<file path="config.mk">
export PLATFORM = sky130hd
export DESIGN_NAME = inst_fetcher
export DESIGN_NICKNAME = d
export VERILOG_FILES = /design/src/rtl/inst_fetcher_pkg.sv /design/src/rtl/inst_fetcher.sv
export SDC_FILE = /design/constraint.sdc
export NUM_CORES = 1
export LEC_CHECK = 0
export ABC_AREA = 0
export CAP_MARGIN = 40
export CORE_UTILIZATION = 41
export CTS_CLUSTER_DIAMETER = 200
export DETAILED_ROUTE_END_ITERATION = 16
export PLACE_DENSITY = 0.77
export SYNTH_ARGS = -nofsm -noshare
export SYNTH_HDL_FRONTEND = slang
export SYNTH_SLANG_ARGS = --single-unit
</file>
<file path="constraint.sdc">
create_clock -name clk_in -period 5.44 [get_ports clk_in]
set_clock_uncertainty 0.2 [all_clocks]
set_input_delay 0.544 -clock clk_in [delete_from_list [all_inputs] [get_ports clk_in]]
set_output_delay 0.544 -clock clk_in [all_outputs]
set_load 0.03 [all_outputs]
</file>
<file path="src/rtl/inst_fetcher_pkg.sv">
// inst_fetcher shared types.
// State encoding and PC step for the fetch front end.
package inst_fetcher_pkg;

  typedef enum logic [1:0] {
    IF_LOOKUP = 2'd0,
    IF_MISS   = 2'd1,
    IF_FILL   = 2'd2
  } if_state_e;

  localparam int unsigned IF_PC_STEP = 4;

endpackage

</file>
<file path="src/rtl/inst_fetcher.sv">
// inst_fetcher: PC owner and icache lookup/fill front end.
// Streams hits to decode, services misses via the memory controller.
module inst_fetcher
  import inst_fetcher_pkg::*;
#(
  parameter int unsigned ADDR_WIDTH = 32,
  parameter int unsigned INST_WIDTH = 32,
  parameter logic [ADDR_WIDTH-1:0] RESET_PC = '0
) (
  input  logic                  clk_in,
  input  logic                  rst_in,
  input  logic                  rdy_in,
  input  logic                  ic_to_if_hit,
  input  logic [INST_WIDTH-1:0] ic_to_if_hit_inst,
  output logic [ADDR_WIDTH-1:0] if_to_ic_inst_addr,
  output logic [INST_WIDTH-1:0] if_to_ic_inst,
  output logic                  if_to_ic_ready,
  output logic                  if_to_mc_valid,
  output logic [ADDR_WIDTH-1:0] if_to_mc_addr,
  input  logic                  mc_to_if_done,
  input  logic [INST_WIDTH-1:0] mc_to_if_inst,
  input  logic                  dc_to_if_ready,
  output logic                  if_to_dc_valid,
  output logic [INST_WIDTH-1:0] if_to_dc_inst,
  output logic [ADDR_WIDTH-1:0] if_to_dc_pc,
  input  logic                  rob_to_if_jump,
  input  logic [ADDR_WIDTH-1:0] rob_to_if_pc
);

  localparam logic [ADDR_WIDTH-1:0] PC_STEP =
    ADDR_WIDTH'(IF_PC_STEP);

  if_state_e             state_q, state_d;
  logic [ADDR_WIDTH-1:0] pc_q, pc_d;
  logic [ADDR_WIDTH-1:0] miss_addr_q, miss_addr_d;
  logic                  dc_valid_q, dc_valid_d;
  logic [INST_WIDTH-1:0] dc_inst_q, dc_inst_d;
  logic [ADDR_WIDTH-1:0] dc_pc_q, dc_pc_d;
  logic                  mc_valid_q, mc_valid_d;
  logic [ADDR_WIDTH-1:0] mc_addr_q, mc_addr_d;
  logic                  ic_ready_q, ic_ready_d;
  logic [INST_WIDTH-1:0] ic_inst_q, ic_inst_d;

  // Next-state and registered-output logic; everything holds when rdy_in is low.
  always_comb begin
    state_d     = state_q;
    pc_d        = pc_q;
    miss_addr_d = miss_addr_q;
    dc_valid_d  = dc_valid_q;
    dc_inst_d   = dc_inst_q;
    dc_pc_d     = dc_pc_q;
    mc_valid_d  = mc_valid_q;
    mc_addr_d   = mc_addr_q;
    ic_ready_d  = ic_ready_q;
    ic_inst_d   = ic_inst_q;
    if (rdy_in) begin
      dc_valid_d = 1'b0;
      ic_ready_d = 1'b0;
      unique case (state_q)
        IF_LOOKUP: begin
          if (!rob_to_if_jump) begin
            if (ic_to_if_hit) begin
              if (dc_to_if_ready) begin
                dc_valid_d = 1'b1;
                dc_inst_d  = ic_to_if_hit_inst;
                dc_pc_d    = pc_q;
                pc_d       = pc_q + PC_STEP;
              end
            end else begin
              miss_addr_d = pc_q;
              mc_valid_d  = 1'b1;
              mc_addr_d   = pc_q;
              state_d     = IF_MISS;
            end
          end
        end
        IF_MISS: begin
          if (mc_to_if_done) begin
            mc_valid_d = 1'b0;
            ic_ready_d = 1'b1;
            ic_inst_d  = mc_to_if_inst;
            state_d    = IF_FILL;
          end
        end
        IF_FILL: begin
          state_d = IF_LOOKUP;
        end
        default: begin
          state_d = IF_LOOKUP;
        end
      endcase
      // Redirect wins in every state; an outstanding fill still finishes.
      if (rob_to_if_jump) begin
        pc_d       = rob_to_if_pc;
        dc_valid_d = 1'b0;
      end
    end
  end

  // State and output registers with asynchronous reset.
  always_ff @(posedge clk_in or posedge rst_in) begin
    if (rst_in) begin
      state_q     <= IF_LOOKUP;
      pc_q        <= RESET_PC;
      miss_addr_q <= '0;
      dc_valid_q  <= 1'b0;
      dc_inst_q   <= '0;
      dc_pc_q     <= '0;
      mc_valid_q  <= 1'b0;
      mc_addr_q   <= '0;
      ic_ready_q  <= 1'b0;
      ic_inst_q   <= '0;
    end else begin
      state_q     <= state_d;
      pc_q        <= pc_d;
      miss_addr_q <= miss_addr_d;
      dc_valid_q  <= dc_valid_d;
      dc_inst_q   <= dc_inst_d;
      dc_pc_q     <= dc_pc_d;
      mc_valid_q  <= mc_valid_d;
      mc_addr_q   <= mc_addr_d;
      ic_ready_q  <= ic_ready_d;
      ic_inst_q   <= ic_inst_d;
    end
  end

  assign if_to_ic_inst_addr =
    (state_q == IF_LOOKUP) ? pc_q : miss_addr_q;
  assign if_to_ic_inst  = ic_inst_q;
  assign if_to_ic_ready = ic_ready_q;
  assign if_to_mc_valid = mc_valid_q;
  assign if_to_mc_addr  = mc_addr_q;
  assign if_to_dc_valid = dc_valid_q;
  assign if_to_dc_inst  = dc_inst_q;
  assign if_to_dc_pc    = dc_pc_q;

endmodule

</file>
==> flow_summary.toml <==
[synth]
ys_seq_area_share_pct = 55.87
synthArstFlopShare_pct = 100.0
synth_top_area_share_pct = 55.87
synth_flop_cell = "dfrtp_1"
syn_nets = 818
yosysWarnings = 0
ys_seq_elements = 165
syn-cell-area_um2 = 7391
synth_cell_type_count = 48
synth_area_leader_cell = "dfrtp_1"
postSynthCellCount = 714
syn_avg_cell_area_um2 = 10.35
synth.area.top_cells = "dfrtp_1 56%, mux2_2 14%, nand2_1 11%"
synth_edf_count = 0

[sta]
fmaxAchievable_ghz = 0.2917
finalSetupTns_ns = 0
setup_viol = 0
post-route-min-period_ns = 3.428
rsz0062_at_grt = "no"
post-route-period-util_pct = 63.02
finalHoldViolCount = 0
slew_violations = 0
slew_headroom_pct = 46.55
tightest_slew_ns = 0.8017

[cts]
path_clk_slew_ns = 0.07
cts_resized = 0
h-tree-depth = 4
cts_sinks = 165
clock_latency_ns = 0.42
postCtsHoldBufs = 0
root_buffer = "clkbuf_16"
numCtsBuffers = 17
cts_buffer_depth = 2
tritoncts = "built"
post_cts_buffers = 0

[detailed_routing]
drc = 0
vias = 6273
postRouteAntennaNets = 0
first_pass_iters = 5
routed_wl_um = 21090
wire_per_inst_um = 17.50
vias_per_cell = 5.206
drtIter0Drc = 397

[place]
placed_area_um2 = 10330
dp_hpwl_um = 14670
io_buffers = 265
gp_congestion = 0.8091

[power]
p_leak_uw = 0.004847
powerDensity_nw_per_um2 = 615.6
irDropWorstVdd_mv = 0.3492

[worst_setup_path]
critPathLaunchType = "register"
arrival_ns = 2.68
critPathKind = "reg -> out"
required_ns = 4.70
endpoint_kind = "primary output"
cp_max_fo = 19

[status]
status = "finished clean"

[die]
start_util_pct = 42.29
die_w_um = 136.3
fp-row-count = 48
fp.dieArea_um2 = 18570
dieHeight_um = 136.3
ioPinCount = 266
core_area_um2 = 17480

[run]
drv_cap = 0

[layout]
final_net_count = 1070
final_cell_area_um2 = 10950
final_layout_size_suffix_gt1_share_pct = 15.22
syn2layout_area_growth_pct = 48.18
fill_cells = 1406

[global_routing]
track_usage_pct = 23.63
grt_antenna_before_repair = 1
grt_pass1_wl_um = 33440
grt_max_degree = 91
top_usage_layer = "met2"
grt_pass1_vias = 6333
use_met3_pct = 7.569
grt_overflow = 0
gr-usage-met2_pct = 38.92
use_met1_pct = 29.10

[min_path]
hold_class = "reg -> reg"
==> area by class of cell <==
cell class / instances / area, um^2 / area share (%)
Timing Repair Buffer: 279 / 2830 / 25.84
Inverter: 9 / 38.79 / 0.3542
Tap cell: 225 / 281.5 / 2.571
Clock inverter: 11 / 147.6 / 1.348
Sequential cell: 165 / 4129 / 37.70
Antenna cell: 1 / 2.502 / 0.02285
Clock buffer: 21 / 470.5 / 4.296
Multi-Input combinational cell: 494 / 3052 / 27.86
==> synthesized netlist by cell type (3+ instances only) <==
cell type / instances
a21oi_1: 12
o311ai_0: 5
o22ai_1: 3
and3_1: 4
mux2i_1: 3
mux2_2: 94
nand3_1: 14
and2_1: 6
clkbuf_1: 26
nand4_1: 14
inv_1: 9
nand2_1: 223
a31oi_1: 5
a21o_1: 3
xor2_1: 4
o21ai_0: 28
nor2_1: 22
buf_2: 14
nor3_1: 4
nor2b_1: 3
dfrtp_1: 165
a22oi_1: 8
a32oi_1: 3
a221o_1: 3
nor4_1: 6
o21ai_1: 3
==> routing by layer <==
layer  routed length [um]  part of all wire, %
met3                 1594                  7.6
met2                10730                   51
met5                    0                    0
met1                 8476                   40
met4                  289                  1.4
==> power breakdown <==
group / internal [uW] / total (uW) / switching, uW / leakage (uW)
Sequential: 1730 / 2100 / 369 / 0.00204
Clock: 760 / 1260 / 499 / 0.000292
Combinational: 1500 / 3380 / 1880 / 0.00251
Total: 3990 / 6740 / 2750 / 0.00485
==> sequential cells by signal, indices dropped and copies added (netlist names) <==
register	flops
state_q	2
if_to_dc_pc	32
if_to_ic_inst	32
if_to_mc_valid	1
if_to_mc_addr	32
if_to_ic_ready	1
if_to_dc_inst	32
pc_q	32
if_to_dc_valid	1
==> cell families (layout without fill, tap and decap cells) <==
group           after synthesis  in the layout  synth area share (%)
fa+ha+maj                     1              1                0.1693
compound gates               85             85                 7.517
xor+xnor                      4              4                0.4740
simple gates                307            307                 18.08
mux                          97             97                 14.73
flops                       165            165                 55.87
other cells                   0              1                     0
buf+inv                      55            320                 3.166
==> metrics by stage <==
step	hold WS (ns)	setup WS (ns)	total power, uW	instances	utilization, %
2_1_floorplan	0.2732	0.2343	3985	714	-
3_3_place_gp	0.2579	2.158	5425	1168	58.53
3_5_place_dp	0.2608	2.350	5514	1172	59.11
4_1_cts	0.2779	1.998	6802	1204	62.65
5_1_grt	0.2942	1.898	7069	1205	62.66
6_report	0.2732	2.012	6742	1205	62.66
==> path summary, 6_finish.rpt <==
path	start	endpoint	slack, ns	depth (start not counted)
worst max-delay path	state_q[1]	if_to_ic_inst_addr[31]	2.01	4
worst min-delay path	if_to_dc_inst[4]	if_to_dc_inst[4]	0.27	2
worst max register to register	state_q[1]	if_to_mc_addr[15]	2.86	4
worst min register to register	if_to_dc_inst[4]	if_to_dc_inst[4]	0.27	2
max in group asynchronous	rst_in	if_to_dc_inst[11]	3.50	3
min in group asynchronous	rst_in	if_to_dc_inst[19]	0.45	2
==> layout by cell type, fill, tap and decap left out, types with 12 or more instances in the layout <==
| master | netlist | final |
|---|---|---|
| a21oi_1 | 12 | 12 |
| clkbuf_16 | 0 | 17 |
| clkdlybuf4s50_1 | 0 | 265 |
| dfrtp_1 | 165 | 165 |
| mux2_2 | 94 | 94 |
| nand2_1 | 223 | 223 |
| nand3_1 | 14 | 12 |
| nand4_1 | 14 | 14 |
| nor2_1 | 22 | 22 |
| o21ai_0 | 28 | 28 |
==> worst max-delay path: stages, from the launching register on <==
cell	delay (ns)
dfrtp_1	0.46
nor2_4	0.59
buf_16	0.23
mux2_2	0.34
clkdlybuf4s50_1	0.61
Note: power is estimated with default switching activity, not from simulation.
